### src/rtl/risc_toy_fetch_queue.sv
// Fetch front end: owns the fetch PC, issues one-word reads to instruction memory and buffers
// returned words in a small prefetch FIFO. Optional same-cycle bypass under FETCH_BYPASS_EN.
module risc_toy_fetch_queue #(
    parameter int unsigned DEPTH    = 4,
    parameter logic [31:0] RESET_PC = 32'h0000_0000
) (
    input  logic        CLK,
    input  logic        RST,
    input  logic        REDIRECT,
    input  logic [31:0] REDIRECT_PC,
    output logic [29:0] IADDR,
    output logic        IREQ,
    input  logic [31:0] INSTR,
    output logic        F_VALID,
    output logic [31:0] F_INSTR,
    output logic [31:0] F_PCADD4,
    input  logic        F_READY
);

    localparam int unsigned PW = $clog2(DEPTH);
    localparam int unsigned CW = PW + 1;
    localparam int unsigned OW = CW + 1;
    localparam logic [OW-1:0] DEPTH_O = OW'(DEPTH);

    logic [29:0]    fpc_q;
    logic [PW-1:0]  rd_ptr_q;
    logic [PW-1:0]  wr_ptr_q;
    logic [CW-1:0]  count_q;
    logic [CW-1:0]  count_d;
    logic           inflight_q;
    logic [29:0]    inflight_addr_q;
    logic [31:0]    instr_mem_q [DEPTH];
    logic [29:0]    addr1_mem_q [DEPTH];

    logic [OW-1:0]  occupancy;
    logic           issue;
    logic           ret;
    logic           push;
    logic           pop;
    logic           fifo_valid;
    logic [29:0]    ret_addr1;

    // Space is reserved at issue time, so an in-flight word always has a slot waiting.
    assign occupancy  = {1'b0, count_q} + {{CW{1'b0}}, inflight_q};
    assign issue      = !REDIRECT && (occupancy < DEPTH_O);
    assign IREQ       = issue && !RST;
    assign IADDR      = fpc_q;
    assign ret        = inflight_q && !REDIRECT;
    assign ret_addr1  = inflight_addr_q + 30'd1;
    assign fifo_valid = (count_q != '0);
    assign pop        = fifo_valid && F_READY && !REDIRECT;

`ifdef FETCH_BYPASS_EN
    logic bypass;

    // Empty queue: present the returning word directly; skip the write if consumed now.
    assign bypass   = ret && !fifo_valid;
    assign push     = ret && !(bypass && F_READY);
    assign F_VALID  = fifo_valid || bypass;
    assign F_INSTR  = bypass ? INSTR : instr_mem_q[rd_ptr_q];
    assign F_PCADD4 = bypass ? {ret_addr1, 2'b00} : {addr1_mem_q[rd_ptr_q], 2'b00};
`else
    assign push     = ret;
    assign F_VALID  = fifo_valid;
    assign F_INSTR  = instr_mem_q[rd_ptr_q];
    assign F_PCADD4 = {addr1_mem_q[rd_ptr_q], 2'b00};
`endif

    always_comb begin
        count_d = count_q;
        if (push && !pop) begin
            count_d = count_q + CW'(1);
        end else if (pop && !push) begin
            count_d = count_q - CW'(1);
        end
    end

    always_ff @(posedge CLK or posedge RST) begin
        if (RST) begin
            fpc_q           <= RESET_PC[31:2];
            rd_ptr_q        <= '0;
            wr_ptr_q        <= '0;
            count_q         <= '0;
            inflight_q      <= 1'b0;
            inflight_addr_q <= '0;
            for (int i = 0; i < int'(DEPTH); i++) begin
                instr_mem_q[i] <= '0;
                addr1_mem_q[i] <= '0;
            end
        end else if (REDIRECT) begin
            // Flush drops both buffered words and the response arriving this cycle.
            fpc_q      <= REDIRECT_PC[31:2];
            rd_ptr_q   <= '0;
            wr_ptr_q   <= '0;
            count_q    <= '0;
            inflight_q <= 1'b0;
        end else begin
            inflight_q <= issue;
            if (issue) begin
                fpc_q           <= fpc_q + 30'd1;
                inflight_addr_q <= fpc_q;
            end
            if (push) begin
                instr_mem_q[wr_ptr_q] <= INSTR;
                addr1_mem_q[wr_ptr_q] <= ret_addr1;
                wr_ptr_q              <= wr_ptr_q + PW'(1);
            end
            if (pop) begin
                rd_ptr_q <= rd_ptr_q + PW'(1);
            end
            count_q <= count_d;
        end
    end

endmodule

### config.mk
export PLATFORM = sky130hd
export DESIGN_NAME = risc_toy_fetch_queue
export DESIGN_NICKNAME = d
export VERILOG_FILES = /design/src/rtl/risc_toy_fetch_queue.sv
export SDC_FILE = /design/constraint.sdc
export NUM_CORES = 1
export LEC_CHECK = 0
export CORE_MARGIN = 1
export CORE_UTILIZATION = 45
export DETAILED_ROUTE_END_ITERATION = 6
export MAX_ROUTING_LAYER = met4
export PLACE_DENSITY_LB_ADDON = 0.2
export SKIP_CTS_REPAIR_TIMING = 1
export SLEW_MARGIN = 10
export SYNTH_ARGS = -nofsm -noshare
export SYNTH_HDL_FRONTEND = slang
export SYNTH_SLANG_ARGS = --single-unit
### constraint.sdc
create_clock -name CLK -period 11.8 [get_ports CLK]
set_clock_uncertainty 0.1 [all_clocks]
set_input_delay 3.54 -clock CLK [delete_from_list [all_inputs] [get_ports CLK]]
set_output_delay 3.54 -clock CLK [all_outputs]
set_load 0.02 [all_outputs]
==> results of run 1 <==
[synthesized netlist by cell type, types with 3 or more instances]
library cell and count:
dfrtp_1 316, nand2_1 172, mux2_2 162, o21ai_0 136, mux4_2 62, xor2_1 43
clkbuf_1 31, buf_2 30, nand4_1 23, xnor2_1 19, nand3_1 17, nor2_1 17
o21ai_1 10, inv_1 9, and3_1 7, ha_1 6, nor3_1 6, and2_1 4
buf_6 3, nor2b_1 3, nor4_4 3
[routing by layer]
metal | share of wire [%] | global-route usage, % | vias up
met5 | 0 | - | -
met4 | 1.7 | 4.48 | 0
met3 | 4.4 | 3.14 | 37
met2 | 45 | 30.4 | 185
met1 | 49 | 28.8 | 4453
li1 | - | - | 4231
[path summary, 6_finish.rpt]
| check | depth (start not counted) | slack, ns | endpoint |
|---|---|---|---|
| setup / recovery | 4 | 3.31 | IREQ |
| hold / removal | 2 | 0.37 | addr1_mem_q[63] |
| setup reg to reg | 5 | 9.15 | IADDR[27] |
| hold reg to reg | 2 | 0.37 | addr1_mem_q[63] |
| max in group asynchronous | 4 | 6.49 | inflight_addr_q[27] |
| min in group asynchronous | 3 | 3.60 | IADDR[8] |
[layout make-up]
type                    count  area, µm²
clock buffers              51       1060
clock inverters             8        143
inverters                   9       37.5
well taps                 396        495
fillers                  2586      13500
multi-input cells         720       6000
flip-flops and latches    316       7920
repair buffers            170       1680
[registers in the layout, summed over array words and instances (netlist names)]
name and cells:
addr1_mem_q 120, wr_ptr_q 2, IADDR 30, count_q 3
inflight_q 1, instr_mem_q 128, rd_ptr_q 2, inflight_addr_q 30
[logic make-up (layout without fill, tap and decap cells)]
family | count (synthesis) | after routing
DFF | 316 | 316
adders and majority gates | 7 | 7
muxes | 227 | 227
AOI/OAI and AO/OA | 150 | 150
xor gates and xnor gates | 62 | 62
and+or+nand+nor | 272 | 272
buffers and inverters | 76 | 238
other | 1 | 2
[power breakdown]
group	total (mW)	switching [mW]	internal [mW]
combinational	1.67	0.772	0.901
clock	1.13	0.424	0.707
sequential	1.84	0.298	1.54
total	4.64	1.49	3.15
[worst min-delay path: cells and delay by family (launching register included)]
family / cells / cell delay, ns
flip-flops: 1 / 0.34
AND/OR/NAND/NOR: 1 / 0.04
AO/OA/AOI/OAI: 1 / 0.06
[placed cells by master (no fill, tap or decap), types with 16 or more instances in the layout]
cell / instances
xor2_1: 43
xnor2_1: 19
clkbuf_16: 37
mux2_2: 162
clkdlybuf4s50_1: 158
nand3_1: 17
o21ai_0: 136
nand4_1: 23
dfrtp_1: 314
mux4_2: 62
nor2_1: 16
nand2_1: 168
[metrics by stage]
step,worst slack [ns],hold WS [ns],power (mW)
CTS,3.32,0.377,4.70
finish,3.31,0.370,4.64
global placement,3.30,0.356,3.50
floorplan,3.71,0.345,2.90
global route,3.22,0.394,4.94
detailed placement,3.31,0.364,3.55
==> results.py, run 1 <==
metrics = {
    "cells_and_area": {
        "postLayoutCoreUtil_pct": 56.2,
        "finalInstanceArea_um2": 17300,
        "num_antenna_cells": 0,
        "layout-drive-gt1-share_pct": 24.3,
        "final_nets": 1327,
        "syn_to_final_growth_pct": 21.8,
        "finalNonFillerCells": 1670,
    },
    "route": {
        "drt_wl_total_mm": 30.0,
        "wl_per_cell_um": 18.0,
        "drc_errors": 11,
        "ant_nets": 0,
        "firstDrtPassIters": 7,
        "vias": 8906,
        "viasPerCell": 5.33,
        "first_iter_violations": 430,
    },
    "global_route": {
        "grt_pass1_vias": 9259,
        "grt_max_degree": 175,
        "gr-usage-all-layers_pct": 20.1,
        "grt_pass1_wl_mm": 50.9,
        "antenna_found_initial": 0,
        "grt.overflow.total": 0,
    },
    "logic_synthesis": {
        "synthTopCellsByArea": "dfrtp_1 (56%), mux2_2 (13%), mux4_2 (9.8%)",
        "yosysWarnings": 0,
        "syn_area_per_cell_um2": 12.8,
        "syn-cell-area_um2": 14200,
        "ys_ff_latch": 316,
        "muxShareOfSynthArea_pct": 22.9,
        "synth_edf_count": 0,
        "synth_fa_ha_area_share_pct": 0.669,
        "synth_flop_cell": "dfrtp_1",
        "synthXorXnorAreaFrac_pct": 3.82,
        "yosysTopAreaCell": "dfrtp_1",
        "synthSimpleGateAreaFrac_pct": 9.17,
        "synth_top_family_by_area": "multiplexers",
        "synth-compound-area-share_pct": 5.38,
        "synth-seq-area-share_pct": 55.6,
        "synthArstFlopShare_pct": 100,
        "yosys.area.top_type_share_pct": 55.6,
        "synthDistinctLibCells": 45,
        "syn_inst": 1111,
    },
    "sta": {
        "max_freq_mhz": 118,
        "final_max_slew_viol_count": 0,
        "setup_viol": 0,
        "final_hold_viol_count": 0,
        "rsz0062_at_grt": "no",
        "fin_setup_tns_ns": 0,
        "slew_headroom_pct": 28.5,
        "finalCritPeriodShare_pct": 71.9,
        "worst_slew_pin_slew_ns": 1.07,
        "period_minus_slack_ns": 8.49,
    },
    "worst_setup_path": {
        "critPathSlowestCell": "clkdlybuf4s50_1",
        "path_max_fanout": 70,
        "crit_start": "REDIRECT",
        "r2r-start": "inflight_q",
        "critical_path_arrival_ns": 4.85,
        "cp.required_ns": 8.16,
        "critPathMaxStageDelay_ns": 0.64,
        "crit_chain": "buf_2 -> buf_4 -> nor3_1 -> clkdlybuf4s50_1",
        "critical_path.top_delay_family": "buffers and inverters",
        "cp_num_buf_inv": 3,
        "cp-start-kind": "primary input",
        "worst_setup_path_end_kind": "output port",
        "worstSetupPathType": "in2out",
    },
    "hold_path": {
        "hp-start": "addr1_mem_q[63]",
        "hold_path.class": "reg2reg",
    },
    "clocking": {
        "clkTransAtPathRegs_ns": 0.06,
        "htree_levels": 2,
        "ctsLongestPathBuffers": 3,
        "cts_buffers": 35,
        "cts_sinks": 316,
        "cts_tree": "yes",
        "cts-root-buf": "clkbuf_16",
        "clk_latency_ns": 0.52,
    },
    "floorplan": {
        "die-height_um": 180,
        "row_count": 64,
        "die-area_um2": 32300,
        "fp.dieW_um": 180,
        "io_pins": 164,
        "start_util_pct": 46.1,
        "coreArea_um2": 30800,
    },
    "status": {
        "violations": "DRC",
        "status": "finished with violations",
    },
    "place": {
        "gp_congestion": 0.749,
        "dpl_cell_area_um2": 16100,
        "port_buffers": 159,
        "hpwl_mm": 18.5,
        "dpl.cell_count": 1611,
    },
    "pwr": {
        "ir_drop_mv": 0.110,
        "power_density_nw_per_um2": 268,
        "p_leak_nw": 7.36,
    },
    "job": {
        "max_cap_viol_count": 0,
    },
}
(Power assumes the default switching activity.)
==> run 2, diff against run 1 <==
clock period = 7.3 ns   (was 11.8 ns; I/O delays follow)
==> results.py, run 2 (synthesis gave the netlist of run 1 again) <==
metrics = {
    "sta": {
        "slew_headroom_pct": 33.1,
        "rsz0062_at_grt": "no",
        "setup_viol": 0,
        "max_freq_mhz": 174,
        "timing.hold.ws_ns": 0.376,
        "worst_slew_pin_slew_ns": 1.00,
        "finalCritPeriodShare_pct": 78.8,
        "final_max_slew_viol_count": 0,
        "final_hold_viol_count": 0,
        "fin_ws_ns": 1.55,
        "period_minus_slack_ns": 5.75,
        "fin_setup_tns_ns": 0,
    },
    "clocking": {
        "cts_tree": "yes",
        "cts-root-buf": "clkbuf_16",
        "clkTransAtPathRegs_ns": 0.06,
        "cts_buffers": 36,
        "ctsLongestPathBuffers": 3,
        "htree_levels": 2,
        "cts_sinks": 316,
        "clk_latency_ns": 0.51,
    },
    "cells_and_area": {
        "num_antenna_cells": 0,
        "final_cell_mix": "dfrtp_1 (314), nand2_1 (168), mux2_2 (162)",
        "fill_cells": 2569,
        "largest_register": "instr_mem_q",
        "syn_to_final_growth_pct": 21.9,
        "finalNonFillerCells": 1674,
        "layout-drive-gt1-share_pct": 24.3,
        "reg_top3": "instr_mem_q: 128 flops, addr1_mem_q: 120 flops",
        "final_nets": 1328,
        "largest_register_ffs": 128,
        "mostFrequentLayoutCell": "dfrtp_1",
    },
    "place": {
        "dp_slack_ns": 1.53,
        "gp_congestion": 0.782,
        "hpwl_mm": 18.9,
        "port_buffers": 159,
        "dpl.cell_count": 1611,
    },
    "floorplan": {
        "die-area_um2": 32300,
        "row_count": 64,
        "io_pins": 164,
        "die-height_um": 180,
        "start_util_pct": 46.1,
        "fp.dieW_um": 180,
        "coreArea_um2": 30800,
    },
    "worst_setup_path": {
        "r2r-start": "inflight_q",
        "path_max_fanout": 2,
        "critical_path.top_delay_family": "buffers and inverters",
        "cp.required_ns": 5.01,
        "critical_path_arrival_ns": 3.46,
        "critPathMaxStageDelay_ns": 0.63,
        "crit_start": "RST",
        "critPathSlowestCell": "clkdlybuf4s50_1",
        "worstSetupPathType": "in2out",
        "r2r-end": "addr1_mem_q[91]",
        "r2r_cells": 4,
        "worst_setup_path_end_kind": "output port",
        "reg2reg_slack_ns": 4.50,
        "cp-start-kind": "primary input",
        "cp_num_buf_inv": 2,
        "crit_chain": "clkdlybuf4s50_1 -> nor3_1 -> clkdlybuf4s50_1",
        "cp_common_cell": "clkdlybuf4s50_1",
    },
    "job": {
        "max_cap_viol_count": 0,
    },
    "global_route": {
        "antenna_found_initial": 0,
        "gr-usage-all-layers_pct": 19.9,
        "grt_max_degree": 132,
        "grt.overflow.total": 0,
        "grt_pass1_wl_mm": 50.1,
        "grt_pass1_vias": 9229,
    },
    "pwr": {
        "total_power_mw": 7.47,
        "ir_drop_mv": 0.195,
        "p_leak_nw": 7.37,
        "power_density_nw_per_um2": 431,
    },
    "route": {
        "ant_nets": 0,
        "drc_errors": 11,
        "wl_per_cell_um": 17.8,
        "drt_wl_total_mm": 29.9,
        "vias": 8976,
        "first_iter_violations": 513,
        "viasPerCell": 5.36,
        "firstDrtPassIters": 6,
    },
    "hold_path": {
        "holdPathStages": 2,
        "hold_path.class": "reg2reg",
        "hp-start": "addr1_mem_q[78]",
        "min_to": "addr1_mem_q[78]",
    },
    "status": {
        "status": "finished with violations",
        "violations": "DRC",
    },
}
## run 2: cell types whose count changed in the layout (fill, tap and decap cells not counted)
cell        before  now
buf_12           1    2
buf_4           10    9
bufinv_16        4    2
clkbuf_1         6    8
clkbuf_8         8   11
clkinv_2         3    4
clkinv_4         0    1
clkinvlp_4       2    1
## run 2: stage by stage
step | utilization [%] | cell area (µm²)
2_1_floorplan | - | 14200
3_3_place_gp | 52.4 | 16100
3_5_place_dp | 52.4 | 16100
4_1_cts | 56.2 | 17300
5_1_grt | 56.2 | 17300
6_report | 56.2 | 17300
## run 2: area by class of cell
| cell class | instances | area [µm²] | area share, % |
|---|---|---|---|
| Sequential cell | 316 | 7920 | 45.7 |
| Multi-Input combinational cell | 720 | 6000 | 34.6 |
| Timing Repair Buffer | 170 | 1690 | 9.77 |
| Clock buffer | 56 | 1110 | 6.39 |
| Tap cell | 396 | 495 | 2.86 |
| Clock inverter | 7 | 88.8 | 0.512 |
| Inverter | 9 | 37.5 | 0.216 |
## run 2: worst register-to-register path, cell delays in order, from the launching register on
cell and delay, ns:
dfrtp_1 0.50, nor2b_1 0.70, nand2_4 0.51, buf_4 0.51, mux2_2 0.36
## run 2: how the worst max path moves through the flow
stage | to | slack [ns] | depth (start not counted)
3_3_place_gp | IREQ | 1.52 | 3
2_1_floorplan | IADDR[0] | 0.80 | 1
6_report | IREQ | 1.55 | 3
5_1_grt | IREQ | 1.48 | 3
3_5_place_dp | IREQ | 1.53 | 3
4_1_cts | IREQ | 1.54 | 3
## run 2: metal layers
layer	vias up	wire length, µm	GRT usage (%)
met3	35	1550	3.46
met4	0	439	4.69
met5	-	0	-
li1	4240	-	-
met1	4495	14000	27.7
met2	206	13900	30.4
## run 2: report_power, final
part	internal (mW)	switching (mW)	leakage, nW
Sequential	2.49	0.530	4.00
Combinational	1.46	1.20	2.78
Clock	1.11	0.679	0.593
Total	5.06	2.40	7.37
==> run 3, diff against run 2 <==
clock period = 5.1 ns   (was 7.3 ns; I/O delays follow)
==> results.py, run 3 (synthesis gave the netlist of run 1 again) <==
metrics = {
    "worst_setup_path": {
        "cp-start-kind": "primary input",
        "worst_setup_path_end_kind": "output port",
        "r2r-start": "inflight_q",
        "critical_path_arrival_ns": 2.81,
        "cp_num_buf_inv": 2,
        "critPathMaxStageDelay_ns": 0.63,
        "cp_common_cell": "clkdlybuf4s50_1",
        "critPathSlowestCell": "clkdlybuf4s50_1",
        "cp.required_ns": 3.47,
        "path_max_fanout": 2,
        "critical_path.top_delay_family": "buffers and inverters",
        "r2r-end": "addr1_mem_q[87]",
        "reg2reg_slack_ns": 2.25,
        "worstSetupPathType": "in2out",
        "crit_chain": "clkdlybuf4s50_1 -> nor3_1 -> clkdlybuf4s50_1",
        "r2r_cells": 5,
    },
    "pwr": {
        "p_leak_nw": 7.42,
        "ir_drop_mv": 0.230,
        "total_power_mw": 10.8,
        "power_density_nw_per_um2": 620,
    },
    "cells_and_area": {
        "fill_cells": 2556,
        "largest_register_ffs": 128,
        "seqCellArea_um2": 7920,
        "final_nets": 1333,
        "mostFrequentLayoutCell": "dfrtp_1",
        "finalInstanceArea_um2": 17500,
        "largest_register": "instr_mem_q",
        "finalNonFillerCells": 1678,
        "postLayoutCoreUtil_pct": 56.7,
        "layout-drive-gt1-share_pct": 24.6,
        "multiInputGateArea_um2": 6000,
        "reg_top3": "instr_mem_q: 128 flops, addr1_mem_q: 120 flops",
        "syn_to_final_growth_pct": 22.8,
        "final_cell_mix": "dfrtp_1 (314), nand2_1 (168), mux2_2 (162)",
        "num_antenna_cells": 0,
    },
    "floorplan": {
        "die-height_um": 180,
        "fp.dieW_um": 180,
        "coreArea_um2": 30800,
        "start_util_pct": 46.1,
        "io_pins": 164,
        "die-area_um2": 32300,
        "row_count": 64,
    },
    "sta": {
        "max_freq_mhz": 225,
        "slew_headroom_pct": 32.7,
        "fin_setup_tns_ns": 0,
        "final_hold_viol_count": 0,
        "rsz0062_at_grt": "no",
        "worst_slew_pin_slew_ns": 1.01,
        "timing.hold.ws_ns": 0.374,
        "period_minus_slack_ns": 4.44,
        "setup_viol": 0,
        "final_max_slew_viol_count": 0,
        "fin_ws_ns": 0.660,
        "finalCritPeriodShare_pct": 87.1,
    },
    "place": {
        "hpwl_mm": 18.8,
        "port_buffers": 159,
        "gp_congestion": 0.771,
        "dp_slack_ns": 0.665,
        "dpl.cell_count": 1616,
        "dpl_cell_area_um2": 16200,
    },
    "status": {
        "violations": "DRC",
        "status": "finished with violations",
    },
    "hold_path": {
        "hold_path.class": "reg2reg",
        "min_to": "addr1_mem_q[18]",
        "holdPathStages": 2,
        "hp-start": "addr1_mem_q[18]",
    },
    "global_route": {
        "grt.overflow.total": 0,
        "antenna_found_initial": 0,
        "grt_pass1_vias": 9374,
        "gr-usage-all-layers_pct": 20.2,
        "grt_pass1_wl_mm": 50.8,
        "grt_max_degree": 128,
    },
    "route": {
        "ant_nets": 0,
        "viasPerCell": 5.32,
        "vias": 8922,
        "wl_per_cell_um": 17.9,
        "drc_errors": 11,
        "first_iter_violations": 359,
        "firstDrtPassIters": 7,
        "drt_wl_total_mm": 30.1,
    },
    "job": {
        "max_cap_viol_count": 0,
    },
    "clocking": {
        "htree_levels": 2,
        "cts-root-buf": "clkbuf_16",
        "ctsLongestPathBuffers": 3,
        "cts_buffers": 36,
        "clkTransAtPathRegs_ns": 0.06,
        "clk_latency_ns": 0.51,
        "cts_sinks": 316,
        "cts_tree": "yes",
    },
}
==> run 3: cell types whose count changed in the layout (fill, tap and decap cells not counted) <==
cell	previous run	this run
clkinv_4	1	0
clkbuf_1	8	7
clkinv_2	4	2
buf_12	2	6
bufinv_16	2	4
clkinvlp_4	1	2
buf_4	9	10
==> run 3: where the power goes <==
part	switching, mW	leakage (nW)	total [mW]	internal (mW)
Combinational	1.78	2.82	3.89	2.11
Clock	0.985	0.608	2.67	1.69
Sequential	0.696	4.00	4.27	3.57
==> run 3: worst max path at each step <==
stage                startpoint          to  slack (ns)  cells after the start
floorplan                   RST    IADDR[0]       -0.74                      1
global placement            RST        IREQ        0.64                      3
detailed placement          RST        IREQ        0.67                      3
CTS                         RST        IREQ        0.65                      3
global route        rd_ptr_q[0]  F_INSTR[3]        0.61                      3
finish                      RST        IREQ        0.66                      3
==> run 3: layer usage <==
metal / track usage, % / routed length, µm / vias up
met1: 27.5 / 14100 / 4442
met5: - / 0 / -
met3: 3.40 / 1450 / 34
met4: 5.07 / 449 / 0
li1: - / - / 4259
met2: 31.6 / 14000 / 187
==> run 3: worst register-to-register path: cells and delay by family (launching register included) <==
kind                   cells  cell delay, ns
AO/OA/AOI/OAI              1            0.09
buffers and inverters      1            0.48
flip-flops                 1            0.50
AND/OR/NAND/NOR            3            1.54
==> run 3: cell type report <==
| cell class | count | share of cell area (%) |
|---|---|---|
| flip-flops and latches | 316 | 45.3 |
| clock buffers | 55 | 6.32 |
| well taps | 396 | 2.84 |
| inverters | 9 | 0.215 |
| repair buffers | 175 | 10.2 |
| multi-input cells | 720 | 34.3 |
| clock inverters | 7 | 0.788 |
